## src/rtl/unified_mem_arbiter_pkg.sv

```systemverilog
`default_nettype none
// -----------------------------------------------------------------------------
// mem_arb_pkg: shared widths, watchdog default and FSM encoding. Rev 1.0
// -----------------------------------------------------------------------------
package mem_arb_pkg;

  localparam int unsigned ADDR_W_DEF         = 32;
  localparam int unsigned DATA_W_DEF         = 32;
  localparam int unsigned TIMEOUT_CYCLES_DEF = 16;

  localparam int unsigned STATE_W = 2;
  typedef logic [STATE_W-1:0] arb_state_t;

  localparam arb_state_t ST_IDLE  = 2'd0;
  localparam arb_state_t ST_FETCH = 2'd1;
  localparam arb_state_t ST_DATA  = 2'd2;

  function automatic logic is_busy(input arb_state_t s);
    return (s == ST_FETCH) || (s == ST_DATA);
  endfunction

endpackage
`default_nettype wire

```

## src/rtl/unified_mem_arbiter_if.sv

```systemverilog
`default_nettype none
// -----------------------------------------------------------------------------
// unified_mem_arbiter_if: requester and memory-side bus bundle. Rev 1.0
// -----------------------------------------------------------------------------
interface unified_mem_arbiter_if #(
  parameter int unsigned ADDR_W = 32,
  parameter int unsigned DATA_W = 32
);
  logic              if_req;
  logic [ADDR_W-1:0] if_addr;
  logic [DATA_W-1:0] if_rdata;
  logic              if_valid;
  logic              if_stall;
  logic              flush;
  logic              d_req;
  logic              d_we;
  logic [ADDR_W-1:0] d_addr;
  logic [DATA_W-1:0] d_wdata;
  logic [DATA_W-1:0] d_rdata;
  logic              d_valid;
  logic              d_stall;
  logic              mem_req;
  logic              mem_we;
  logic [ADDR_W-1:0] mem_addr;
  logic [DATA_W-1:0] mem_wdata;
  logic [DATA_W-1:0] mem_rdata;
  logic              mem_ack;
  logic              bus_err;

  // master is the arbiter itself; slave is the surrounding pipeline + memory
  modport master (
    input  if_req, if_addr, flush, d_req, d_we, d_addr, d_wdata, mem_rdata, mem_ack,
    output if_rdata, if_valid, if_stall, d_rdata, d_valid, d_stall,
           mem_req, mem_we, mem_addr, mem_wdata, bus_err
  );

  modport slave (
    output if_req, if_addr, flush, d_req, d_we, d_addr, d_wdata, mem_rdata, mem_ack,
    input  if_rdata, if_valid, if_stall, d_rdata, d_valid, d_stall,
           mem_req, mem_we, mem_addr, mem_wdata, bus_err
  );
endinterface
`default_nettype wire

```

## src/rtl/mem_arb_watchdog.sv

```systemverilog
`default_nettype none
// -----------------------------------------------------------------------------
// mem_arb_watchdog: flags an access that waits TIMEOUT_CYCLES without ack. Rev 1.0
// -----------------------------------------------------------------------------
module mem_arb_watchdog #(
  parameter int unsigned TIMEOUT_CYCLES = 16
) (
  input  logic clk,
  input  logic rst,
  input  logic enable,
  input  logic ack,
  output logic expire
);
  localparam int unsigned CNT_W = (TIMEOUT_CYCLES > 2) ? $clog2(TIMEOUT_CYCLES) : 1;
  localparam logic [CNT_W-1:0] CNT_LAST = CNT_W'(TIMEOUT_CYCLES - 1);

  logic [CNT_W-1:0] cnt_q, cnt_d;

  // cnt_q is the number of completed ack-less cycles of the current access
  always_comb begin
    cnt_d = '0;
    if (enable && !ack) begin
      cnt_d = cnt_q + CNT_W'(1);
    end
  end

  assign expire = enable && !ack && (cnt_q == CNT_LAST);

  always_ff @(posedge clk or posedge rst) begin
    if (rst) begin
      cnt_q <= '0;
    end else begin
      cnt_q <= cnt_d;
    end
  end
endmodule
`default_nettype wire

```

## src/rtl/unified_mem_arbiter.sv

```systemverilog
`default_nettype none
// -----------------------------------------------------------------------------
// unified_mem_arbiter: shares one memory port between IF and MEM, data first.
// Watchdog abort enabled by defining MEM_ARB_TIMEOUT_EN.            Rev 1.0
// -----------------------------------------------------------------------------
module unified_mem_arbiter
  import mem_arb_pkg::*;
#(
  parameter int unsigned ADDR_W         = ADDR_W_DEF,
  parameter int unsigned DATA_W         = DATA_W_DEF,
  parameter int unsigned TIMEOUT_CYCLES = TIMEOUT_CYCLES_DEF
) (
  input  logic                 clk,
  input  logic                 rst,
  unified_mem_arbiter_if.master bus
);
  arb_state_t        state_q, state_d;
  logic              kill_q, kill_d;
  logic              mem_req_q, mem_req_d;
  logic              mem_we_q, mem_we_d;
  logic [ADDR_W-1:0] mem_addr_q, mem_addr_d;
  logic [DATA_W-1:0] mem_wdata_q, mem_wdata_d;
  logic              bus_err_q, bus_err_d;

  logic busy;
  logic expire;
  logic done;
  logic if_valid;
  logic d_valid;

  assign busy = is_busy(state_q);

`ifdef MEM_ARB_TIMEOUT_EN
  mem_arb_watchdog #(
    .TIMEOUT_CYCLES(TIMEOUT_CYCLES)
  ) u_watchdog (
    .clk    (clk),
    .rst    (rst),
    .enable (busy),
    .ack    (bus.mem_ack),
    .expire (expire)
  );
  assign bus_err_d = bus_err_q | expire;
`else
  assign expire    = 1'b0;
  assign bus_err_d = 1'b0;
`endif

  // An access ends either on ack or on watchdog abort; both release the port.
  assign done = busy & (bus.mem_ack | expire);

  always_comb begin
    state_d     = state_q;
    kill_d      = 1'b0;
    mem_req_d   = mem_req_q;
    mem_we_d    = mem_we_q;
    mem_addr_d  = mem_addr_q;
    mem_wdata_d = mem_wdata_q;
    case (state_q)
      ST_IDLE: begin
        if (bus.d_req) begin
          state_d     = ST_DATA;
          mem_req_d   = 1'b1;
          mem_we_d    = bus.d_we;
          mem_addr_d  = bus.d_addr;
          mem_wdata_d = bus.d_wdata;
        end else if (bus.if_req) begin
          state_d     = ST_FETCH;
          mem_req_d   = 1'b1;
          mem_we_d    = 1'b0;
          mem_addr_d  = bus.if_addr;
          mem_wdata_d = '0;
        end
      end
      ST_FETCH, ST_DATA: begin
        if (done) begin
          state_d   = ST_IDLE;
          mem_req_d = 1'b0;
        end else if (state_q == ST_FETCH) begin
          kill_d = kill_q | bus.flush;
        end
      end
      default: begin
        state_d   = ST_IDLE;
        mem_req_d = 1'b0;
      end
    endcase
  end

  always_ff @(posedge clk or posedge rst) begin
    if (rst) begin
      state_q     <= ST_IDLE;
      kill_q      <= 1'b0;
      mem_req_q   <= 1'b0;
      mem_we_q    <= 1'b0;
      mem_addr_q  <= '0;
      mem_wdata_q <= '0;
      bus_err_q   <= 1'b0;
    end else begin
      state_q     <= state_d;
      kill_q      <= kill_d;
      mem_req_q   <= mem_req_d;
      mem_we_q    <= mem_we_d;
      mem_addr_q  <= mem_addr_d;
      mem_wdata_q <= mem_wdata_d;
      bus_err_q   <= bus_err_d;
    end
  end

  // A flush in the ack cycle itself must also suppress the fetch result.
  assign if_valid = (state_q == ST_FETCH) & done & ~kill_q & ~bus.flush;
  assign d_valid  = (state_q == ST_DATA) & done;

  assign bus.if_valid  = if_valid;
  assign bus.d_valid   = d_valid;
  assign bus.if_rdata  = (if_valid & bus.mem_ack) ? bus.mem_rdata : '0;
  assign bus.d_rdata   = (d_valid & bus.mem_ack & ~mem_we_q) ? bus.mem_rdata : '0;
  assign bus.if_stall  = bus.if_req & ~if_valid;
  assign bus.d_stall   = bus.d_req & ~d_valid;
  assign bus.mem_req   = mem_req_q;
  assign bus.mem_we    = mem_we_q;
  assign bus.mem_addr  = mem_addr_q;
  assign bus.mem_wdata = mem_wdata_q;
  assign bus.bus_err   = bus_err_q;
endmodule
`default_nettype wire

```

## src/flat_wrapper.sv

```systemverilog
// flat-port wrapper written by rule: the top's interface ports become plain ports
module unified_mem_arbiter_flat import mem_arb_pkg::*;
#(
  parameter int unsigned ADDR_W         = ADDR_W_DEF,
  parameter int unsigned DATA_W         = DATA_W_DEF,
  parameter int unsigned TIMEOUT_CYCLES = TIMEOUT_CYCLES_DEF
)
  (clk, rst, bus_if_req, bus_if_addr, bus_flush, bus_d_req, bus_d_we, bus_d_addr, bus_d_wdata, bus_mem_rdata, bus_mem_ack, bus_if_rdata, bus_if_valid, bus_if_stall, bus_d_rdata, bus_d_valid, bus_d_stall, bus_mem_req, bus_mem_we, bus_mem_addr, bus_mem_wdata, bus_bus_err);
  unified_mem_arbiter_if #(.ADDR_W(ADDR_W), .DATA_W(DATA_W)) bus_i ();
  input  logic clk;
  input  logic rst;
  input wire logic [$bits(bus_i.if_req)-1:0] bus_if_req;
  input wire logic [$bits(bus_i.if_addr)-1:0] bus_if_addr;
  input wire logic [$bits(bus_i.flush)-1:0] bus_flush;
  input wire logic [$bits(bus_i.d_req)-1:0] bus_d_req;
  input wire logic [$bits(bus_i.d_we)-1:0] bus_d_we;
  input wire logic [$bits(bus_i.d_addr)-1:0] bus_d_addr;
  input wire logic [$bits(bus_i.d_wdata)-1:0] bus_d_wdata;
  input wire logic [$bits(bus_i.mem_rdata)-1:0] bus_mem_rdata;
  input wire logic [$bits(bus_i.mem_ack)-1:0] bus_mem_ack;
  output wire logic [$bits(bus_i.if_rdata)-1:0] bus_if_rdata;
  output wire logic [$bits(bus_i.if_valid)-1:0] bus_if_valid;
  output wire logic [$bits(bus_i.if_stall)-1:0] bus_if_stall;
  output wire logic [$bits(bus_i.d_rdata)-1:0] bus_d_rdata;
  output wire logic [$bits(bus_i.d_valid)-1:0] bus_d_valid;
  output wire logic [$bits(bus_i.d_stall)-1:0] bus_d_stall;
  output wire logic [$bits(bus_i.mem_req)-1:0] bus_mem_req;
  output wire logic [$bits(bus_i.mem_we)-1:0] bus_mem_we;
  output wire logic [$bits(bus_i.mem_addr)-1:0] bus_mem_addr;
  output wire logic [$bits(bus_i.mem_wdata)-1:0] bus_mem_wdata;
  output wire logic [$bits(bus_i.bus_err)-1:0] bus_bus_err;
  assign bus_i.if_req = bus_if_req;
  assign bus_i.if_addr = bus_if_addr;
  assign bus_i.flush = bus_flush;
  assign bus_i.d_req = bus_d_req;
  assign bus_i.d_we = bus_d_we;
  assign bus_i.d_addr = bus_d_addr;
  assign bus_i.d_wdata = bus_d_wdata;
  assign bus_i.mem_rdata = bus_mem_rdata;
  assign bus_i.mem_ack = bus_mem_ack;
  assign bus_if_rdata = bus_i.if_rdata;
  assign bus_if_valid = bus_i.if_valid;
  assign bus_if_stall = bus_i.if_stall;
  assign bus_d_rdata = bus_i.d_rdata;
  assign bus_d_valid = bus_i.d_valid;
  assign bus_d_stall = bus_i.d_stall;
  assign bus_mem_req = bus_i.mem_req;
  assign bus_mem_we = bus_i.mem_we;
  assign bus_mem_addr = bus_i.mem_addr;
  assign bus_mem_wdata = bus_i.mem_wdata;
  assign bus_bus_err = bus_i.bus_err;
  unified_mem_arbiter #(.ADDR_W(ADDR_W), .DATA_W(DATA_W), .TIMEOUT_CYCLES(TIMEOUT_CYCLES)) u_core (.clk(clk), .rst(rst), .bus(bus_i));
endmodule
```

## config.mk

```make
export PLATFORM = sky130hd
export DESIGN_NAME = unified_mem_arbiter_flat
export DESIGN_NICKNAME = d
export VERILOG_FILES = /design/src/rtl/unified_mem_arbiter_pkg.sv /design/src/rtl/unified_mem_arbiter_if.sv /design/src/rtl/mem_arb_watchdog.sv /design/src/rtl/unified_mem_arbiter.sv /design/src/flat_wrapper.sv
export SDC_FILE = /design/constraint.sdc
export NUM_CORES = 1
export LEC_CHECK = 0
export CORE_ASPECT_RATIO = 1.25
export CORE_MARGIN = 3
export CORE_UTILIZATION = 34
export CTS_CLUSTER_SIZE = 20
export DETAILED_ROUTE_END_ITERATION = 8
export PLACE_DENSITY_LB_ADDON = 0.12
export RECOVER_POWER = 50
export SYNTH_ARGS = -nofsm -noshare
export SYNTH_HDL_FRONTEND = slang
export SYNTH_HIERARCHICAL = 1
export SYNTH_SLANG_ARGS = --single-unit
export TNS_END_PERCENT = 1
```

## constraint.sdc

```tcl
create_clock -name clk -period 3.2 [get_ports clk]
set_input_delay 0.8 -clock clk [delete_from_list [all_inputs] [get_ports clk]]
set_output_delay 0.8 -clock clk [all_outputs]
set_load 0.02 [all_outputs]
```

=== Word level (Yosys, flattened, before mapping) ===
Index checks and enable logic that the tools add are counted.

* Flip-flop bits (word level): 69
* Input port bits: 135
* Logic and storage cells: 51

* Equality and inequality tests: 4
* Mux-type cells: 19
* Bitwise operators: 16
* Reductions and logical operators: 6

{| class="wikitable"
|+ Operators by type and width
! operator !! number
|-
| $mux 32 || 6
|-
| $and 1x1->1 || 10
|-
| $mux 1 || 8
|-
| $mux 2 || 3
|-
| $not 1->1 || 5
|-
| $pmux 2 s2 || 1
|-
| $reduce_and 2->1 || 2
|-
| $ne 3x3->1 const B || 1
|-
| $eq 2x1->1 const B || 1
|-
| $eq 2x2->1 const B || 1
|-
| $logic_not 2->1 || 1
|-
| $ne 2x1->1 const B || 1
|-
| $pmux 1 s2 || 1
|-
| $reduce_bool 2->1 || 1
|-
| $reduce_or 2->1 || 1
|-
| $logic_or 1x1->1 || 1
|-
| $or 1x1->1 || 1
|}

=== Longest topological paths before layout ===
Gate-level depths: netlist of the first run.

* Depth in word-level cells: 8
* Depth in mapped cells: 7

=== Least setup slack after synthesis of the first run ===
Ideal clock, no wire load.

* Kind: input to output
* Start: input port bus_mem_ack
* End: output port bus_if_rdata[23]
* Arrival: 1.586 ns
* Required time: 2.400 ns
* Setup slack: 0.814 ns
* Stages: 4
* Path buffers: 1
* Cell sequence: nand3_1 nor3_4 buf_2 and2_1

* Word-level cells in the longest chain between the ends: 6

{| class="wikitable"
|+ Ends and longest elaborated chain
! item !! RTL line !! text
|-
| start: declaration || flat_wrapper.sv:20 || <nowiki>input wire logic [$bits(bus_i.mem_ack)-1:0] bus_mem_ack;</nowiki>
|-
| $and 1x1->1 || unified_mem_arbiter.sv:50 || <nowiki>assign done = busy & (bus.mem_ack | expire);</nowiki>
|-
| $and 1x1->1 (3 in series) || unified_mem_arbiter.sv:111 || <nowiki>assign if_valid = (state_q == ST_FETCH) & done & ~kill_q & ~bus.flush;</nowiki>
|-
| named net bus_if_valid || flat_wrapper.sv:22 || <nowiki>output wire logic [$bits(bus_i.if_valid)-1:0] bus_if_valid;</nowiki>
|-
| $and 1x1->1 || unified_mem_arbiter.sv:116 || <nowiki>assign bus.if_rdata = (if_valid & bus.mem_ack) ? bus.mem_rdata : '0;</nowiki>
|-
| $mux 32 || unified_mem_arbiter.sv:116 ||
|-
| end: declaration || flat_wrapper.sv:21 || <nowiki>output wire logic [$bits(bus_i.if_rdata)-1:0] bus_if_rdata;</nowiki>
|}

The timed path passes the listed nets, and every way through them passes these cells.

=== Worst setup path in the final report of the first run ===
* Start: input port bus_flush
* End: output port bus_if_rdata[31]

* Word-level cells in the longest chain between the ends: 4

{| class="wikitable"
|+ Ends and longest elaborated chain
! item !! RTL line !! text
|-
| start: declaration || flat_wrapper.sv:14 || <nowiki>input wire logic [$bits(bus_i.flush)-1:0] bus_flush;</nowiki>
|-
| $not 1->1 || unified_mem_arbiter.sv:111 ||
|-
| $and 1x1->1 || unified_mem_arbiter.sv:111 ||
|-
| $and 1x1->1 || unified_mem_arbiter.sv:116 ||
|-
| $mux 32 || unified_mem_arbiter.sv:116 ||
|}

No other way between the ends.

==> impl_metrics.csv, run 1 <==
group,metric,value,unit
clock_network,cts_made_buffers,9,
drt,highest_layer,"met5",
synthesis,ys_warn_count,6,
critical_path,cp-endpoint,"bus_if_rdata[31]",
hold_path,hold_path.class,"flop to flop",
cells_and_area,final_nets,729,
cells_and_area,syn_to_final_growth,87.99,%
clock_network,clockBufferDepth,2,
synthesis,synthesis.nets,468,
global_route,grt_overflow,0,
pwr,p_per_area,797.8,nW/µm²
synthesis,yosys-top-cells-area,"dfrtp_1 (51%), and2_1 (12%), a22o_1 (8.5%), o32ai_1 (6.9%), o22ai_1 (4.8%)",
synthesis,ys_types,27,
critical_path,timing.critical_path.required,2400,ps
global_route,grt_pass1_vias,3665,
global_route,grt_max_degree,42,
synthesis,synth.avg_cell_area,10.36,µm²
pwr,finalPower,5127,µW
drt,vias,3620,
sta,hold_viol,0,
critical_path,r2r-end,"u_core/bus.mem_addr[28]$_DFFE_PP0P_",
cells_and_area,final_cells,722,
drt,drt_iter0_markers,175,
global_route,grt_pass1_wl,19.67,mm
sta,setup_viol,0,
sta,fin_worst_skew,6.828,ps
critical_path,setup.worst_path.end_class,"primary output",
place,gp_congestion,0.8262,
pwr,irDropWorstVdd,0.0005805,V
clock_network,insertion_delay,320,ps
critical_path,r2r-start,"u_core/state_q[1]$_DFFE_PP0P_",
clock_network,cts-root-buf,"clkbuf_16",
drt,viasPerCell,5.014,
drt,met2WireLength,6.568,mm
synthesis,synth_ff_type,"dfrtp_1",
drt,wl_met3,1.334,mm
floorplanning,die_width,95.68,µm
cells_and_area,layout-drive-gt1-share,0.04698,
drt,met1Wirelength,4.554,mm
place,dp_hpwl,9.988,mm
place,dpl.cell_count,706,
synthesis,ys_async_sr_fraction,1.000,
floorplanning,coreArea,9709,µm²
global_route,grt_usage,0.2261,
clock_network,cts_tree,"done",
clock_network,clk_pin_slew,50,ps
sta,fin_crit,3074,ps
global_route,antenna_found_initial,1,
floorplanning,top_level_ports,270,
cells_and_area,nFillCells,820,
synthesis,synth-seq-cells,69,
sta,rsz0062_at_grt,"no",
drt,wl_per_cell,17.84,µm
synthesis,syn-cell-area,3418,µm²
sta,worst_slew_pin_slew,1110,ps
drt,final_antenna_net_count,0,
synthesis,synth_top_area_cell,"dfrtp_1",
drt,dr.pass1.iters,4,
place,io_buffers,268,
pwr,p_leak,0.002997,µW
hold_path,worst_hold_path.num_cells,1,
floorplanning,row_count,40,
floorplanning,start_util,0.3521,
sta,fmax,0.3253,GHz
job,max_cap_viol_count,0,
critical_path,critPathSlowestCell,"dlygate4sd3_1",
critical_path,cp_cell_sequence,"dlygate4sd3_1, nor3_4, buf_12, and2_1, dlygate4sd2_1",
synthesis,synth_edf_count,0,
cells_and_area,utilization,0.6619,
clock_network,cts.sinks,69,
cells_and_area,n_antenna_cell,0,
sta,slew_headroom,0.2595,
critical_path,slowest_delay,590,ps
critical_path,rr_worst_depth,6,
critical_path,rrSetupSlack,1230,ps
synthesis,yosysMostFrequentCell,"dfrtp_1",
critical_path,cp.arrival,2270,ps
clock_network,cts_htree_levels,3,
drt,drc,0,
critical_path,crit_start,"bus_flush",
synthesis,ys_seq_area_frac,0.5051,
sta,slew_viol_final,0,
critical_path,crit_type,"input pin to primary output",
synthesis,syn_inst,330,
critical_path,startpoint_type,"input pin",
drt,totalWireLength,12.88,mm
floorplanning,die_y,118.1,µm
status,status,"complete, no violations",
synthesis,yosysTopAreaCellShare,0.5051,
synthesis,ys_top_cells_by_count,"dfrtp_1 (69), and2_1 (66), nor2_1 (39)",
floorplanning,dieArea,11300,µm²
critical_path,path_max_fanout,34,
sta,fin_crit_sh,0.9606,
-- logic make-up (layout without fill, tap and decap cells) --
group,count (synthesis),after routing,synth area share
adders and majority gates,3,3,0.01098
and+or+nand+nor,130,130,0.2119
AOI/OAI and AO/OA,92,92,0.2116
other,1,1,0.001097
DFF,69,69,0.5051
buffers and inverters,35,301,0.05930
-- how the worst min path moves through the flow --
stage / start / end / slack [ps]
floorplan: u_core/state_q[0]$_DFFE_PP0P_ / u_core/state_q[0]$_DFFE_PP0P_ / 520
global placement: u_core/bus.mem_wdata[9]$_DFFE_PP0P_ / u_core/bus.mem_wdata[9]$_DFFE_PP0P_ / 480
detailed placement: u_core/bus.mem_wdata[26]$_DFFE_PP0P_ / u_core/bus.mem_wdata[26]$_DFFE_PP0P_ / 480
CTS: u_core/bus.mem_wdata[26]$_DFFE_PP0P_ / u_core/bus.mem_wdata[26]$_DFFE_PP0P_ / 500
global route: u_core/bus.mem_wdata[13]$_DFFE_PP0P_ / u_core/bus.mem_wdata[13]$_DFFE_PP0P_ / 510
finish: u_core/bus.mem_wdata[3]$_DFFE_PP0P_ / u_core/bus.mem_wdata[3]$_DFFE_PP0P_ / 490
-- cell usage in the layout, fill, tap and decap left out, types with 2 or more instances in the layout --
cell type,synthesis,routed
a22o_1,33,33
and3b_1,5,5
nand2_1,2,2
a21oi_1,4,4
buf_4,2,8
clkbuf_1,7,3
dlygate4sd2_1,0,66
nor3_1,10,10
o22ai_1,26,26
buf_12,0,3
nand2b_1,2,2
clkbuf_16,0,9
bufinv_16,0,2
dfrtp_1,69,69
ha_1,3,3
dlygate4sd3_1,0,62
nor2_1,39,39
and2_1,66,66
o32ai_1,27,27
inv_1,5,5
clkdlybuf4s50_1,0,140
-- layer usage --
layer / vias up / track usage
li1: 1723 / -
met1: 1663 / 0.2452
met2: 197 / 0.3993
met3: 35 / 0.06650
met4: 2 / 0.09342
met5: - / 0
-- worst max-delay path: cells and delay by family --
kind / cells / cell delay, ps
AND/OR/NAND/NOR: 2 / 350
buffers and inverters: 3 / 1110
-- sequential cells by signal, summed over array words and instances, names as in the netlist --
name                  cells
u_core/bus.mem_addr      32
u_core/bus.mem_req        1
u_core/bus.mem_wdata     32
u_core/bus.mem_we         1
u_core/kill_q             1
u_core/state_q            2
-- area by class of cell --
cell class,count,area (µm²),area share
tap,126,157.7,0.02453
multi-input combinational,226,1489,0.2317
inverter,5,18.77,0.002921
clock buffer,12,236.5,0.03680
timing repair buffer,280,2725,0.4241
sequential,69,1727,0.2687
clock inverter,4,72.57,0.01129
-- repair_timing --
action                                  4_1_cts  5_1_grt
setup buffers                                 0        0
resized for setup                            66        0
endpoints found under the setup margin       66        0
hold buffers                                  0        0
-- stage by stage --
step	worst slack [ps]	TNS [ps]	hold WS, ps	area [µm²]
floorplan	660.1	0	518.7	3418
global placement	-90.47	-3794	483.3	6202
detailed placement	-135.6	-5030	484.1	6202
CTS	129.7	0	500.5	6429
global route	19.08	0	506.3	6426
finish	126.0	0	488.7	6426
-- report_power, final --
part           total (µW)  leakage, µW  switching (µW)  internal (µW)
clock                1030     0.000147             348            681
combinational        2590      0.00202            1420           1170
sequential           1510     0.000829             238           1270
No activity file was read; power rests on OpenSTA's default activity.
==> inputs of run 2 (changes only) <==
CTS_CLUSTER_SIZE = 8   (was 20)
HOLD_SLACK_MARGIN = 0.08   (was not set)
==> results of run 2 <==
Same layout as run 1: the final DEF is identical, and so are final timing and power.
==> inputs of run 3 (changes only) <==
CORE_ASPECT_RATIO = 1.4   (was 1.25)
==> run 3 against run 2 <==
First-iteration DRC count down 29%. Largest cell class unchanged. Die area about the same. Via count fell by 0.17%. Critical path type unchanged. Cell area decreased by 0.64%. Clock power fell by 14%. Utilization increased by 0.21 points. Power shrank 3.0%. Register-to-register slack got worse by 200 ps. Sequential cell count did not move. Final cell count is 0.69% higher.
==> impl_metrics.csv, run 3 (same netlist as run 1, synthesis figures left out) <==
group,metric,value,unit
critical_path,critPathSlowestCell,"clkdlybuf4s50_1",
clock_network,cts_htree_levels,3,
floorplanning,coreArea,9617,µm²
floorplanning,dieArea,11310,µm²
global_route,grt_overflow,0,
global_route,grt_max_degree,41,
sta,slew_viol_final,0,
cells_and_area,syn_to_final_growth,86.79,%
critical_path,slowest_delay,510,ps
floorplanning,top_level_ports,270,
job,max_cap_viol_count,0,
hold_path,hold_path.class,"flop to flop",
sta,tns,0,ps
drt,wl_met3,1.068,mm
clock_network,insertion_delay,320,ps
critical_path,r2r-start,"u_core/state_q[0]$_DFFE_PP0P_",
hold_path,whs_endpoint,"u_core/bus.mem_wdata[3]$_DFFE_PP0P_",
cells_and_area,final_nets,730,
drt,vias,3614,
critical_path,r2r-end,"u_core/bus.mem_addr[3]$_DFFE_PP0P_",
cells_and_area,final_cell_mix,"clkdlybuf4s50_1 (137), dfrtp_1 (69), and2_1 (66)",
global_route,antenna_found_initial,0,
clock_network,cts.sinks,69,
sta,fin_crit_sh,0.9598,
drt,final_antenna_net_count,0,
pwr,irDropWorstVdd,0.0005081,V
drt,viasPerCell,4.971,
place,postPlaceCellArea,6205,µm²
drt,highest_layer,"met4",
critical_path,setup.worst_path.end_class,"primary output",
global_route,grt_pass1_vias,3792,
clock_network,cts_made_buffers,9,
sta,worst_slew_pin_slew,775.6,ps
sta,rsz0062_at_grt,"no",
cells_and_area,n_antenna_cell,0,
place,io_buffers,268,
drt,met1Wirelength,4.681,mm
hold_path,min_from,"u_core/bus.mem_wdata[3]$_DFFE_PP0P_",
drt,dr.pass1.iters,4,
critical_path,crit_type,"input pin to primary output",
critical_path,rrSetupSlack,1030,ps
pwr,p_leak,0.002990,µW
floorplanning,start_util,0.3555,
critical_path,timing.critical_path.required,2400,ps
cells_and_area,layout-drive-gt1-share,0.04874,
drt,drc,0,
place,gp_congestion,0.7758,
critical_path,path_max_fanout,34,
critical_path,cp.arrival,2270,ps
clock_network,clk_pin_slew,50,ps
clock_network,cts_tree,"done",
floorplanning,row_count,42,
cells_and_area,utilization,0.6639,
place,dp_hpwl,10.07,mm
clock_network,postCtsHoldBufs,0,
drt,drt_iter0_markers,124,
sta,fin_worst_skew,2.906,ps
clock_network,clockBufferDepth,2,
drt,totalWireLength,12.88,mm
hold_path,worst_hold_path.num_cells,1,
global_route,grt_usage,0.2286,
sta,fin_crit,3071,ps
cells_and_area,final_cells,727,
floorplanning,die_y,124.6,µm
critical_path,rr_worst_depth,5,
sta,slew_headroom,0.4829,
critical_path,startpoint_type,"input pin",
global_route,grt_pass1_wl,20.55,mm
cells_and_area,fin_area,6385,µm²
cells_and_area,final_common_cell,"clkdlybuf4s50_1",
clock_network,cts-root-buf,"clkbuf_16",
drt,met2WireLength,6.700,mm
drt,wl_per_cell,17.72,µm
place,dpl.cell_count,713,
sta,fmax,0.3256,GHz
status,status,"complete, no violations",
floorplanning,die_width,90.74,µm
sta,hold_viol,0,
critical_path,cp_cell_sequence,"clkdlybuf4s50_1, nand3_1, nor3_4, buf_12, and2_1, dlygate4sd2_1",
sta,setup_viol,0,
pwr,finalPower,4976,µW
pwr,p_per_area,779.3,nW/µm²
==> run 3: cell count changes in the layout (fill, tap and decap cells not counted), sizes merged <==
cell / delta
clkdlybuf4s50: -3
dlymetal6s2s: +1
dlygate4sd2: -1
clkinvlp: -1
buf: -1
clkbuf: +2
dlygate4sd3: +3
clkinv: +1
bufinv: -2
==> run 3: worst max-delay path by stage <==
stage | depth (start not counted) | startpoint | endpoint
floorplan | 1 | rst | u_core/bus.mem_addr[0]$_DFFE_PP0P_
global placement | 6 | bus_mem_ack | bus_if_rdata[9]
detailed placement | 6 | bus_mem_ack | bus_if_rdata[27]
CTS | 6 | bus_mem_ack | bus_if_stall
global route | 6 | bus_mem_ack | bus_if_rdata[4]
finish | 6 | bus_mem_ack | bus_if_rdata[27]
==> run 3: power breakdown <==
group          switching [µW]  internal (µW)  leakage (µW)
Combinational            1410           1160       0.00203
Clock                     331            555      0.000134
Sequential                244           1270      0.000829
Total                    1990           2990       0.00299
==> run 3: cell type report <==
type                       instances  area, µm²
clock inverter                     2      10.01
sequential                        69       1727
tap                              132      165.2
multi-input combinational        226       1489
clock buffer                      12      256.5
timing repair buffer             281       2719
fill                             837       3232
inverter                           5      18.77
==> run 3: metal layers <==
metal,up-vias,GRT usage
met5,-,0
met4,0,0.1046
met3,27,0.06586
met2,192,0.4098
met1,1681,0.2447
li1,1714,-
==> run 3: metrics by stage <==
step                      setup WS, ps  hold slack [ps]
after floorplan                  660.1            518.7
after global placement          -116.4            483.2
after detailed placement        -150.1            480.6
after CTS                        4.117            499.6
after global routing             25.17            506.6
final                            128.7            488.5
==> run 3: timing repair <==
item	CTS	global route
endpoints found under the hold margin	0	0
endpoints found under the setup margin	65	1
gates resized for setup	65	1
setup buffers	0	0
pin swaps	0	0
==> run 3: worst max-delay path, delay by kind of cell <==
kind,cells,cell delay [ps]
buffers and inverters,3,1030
and+or+nand+nor,3,430
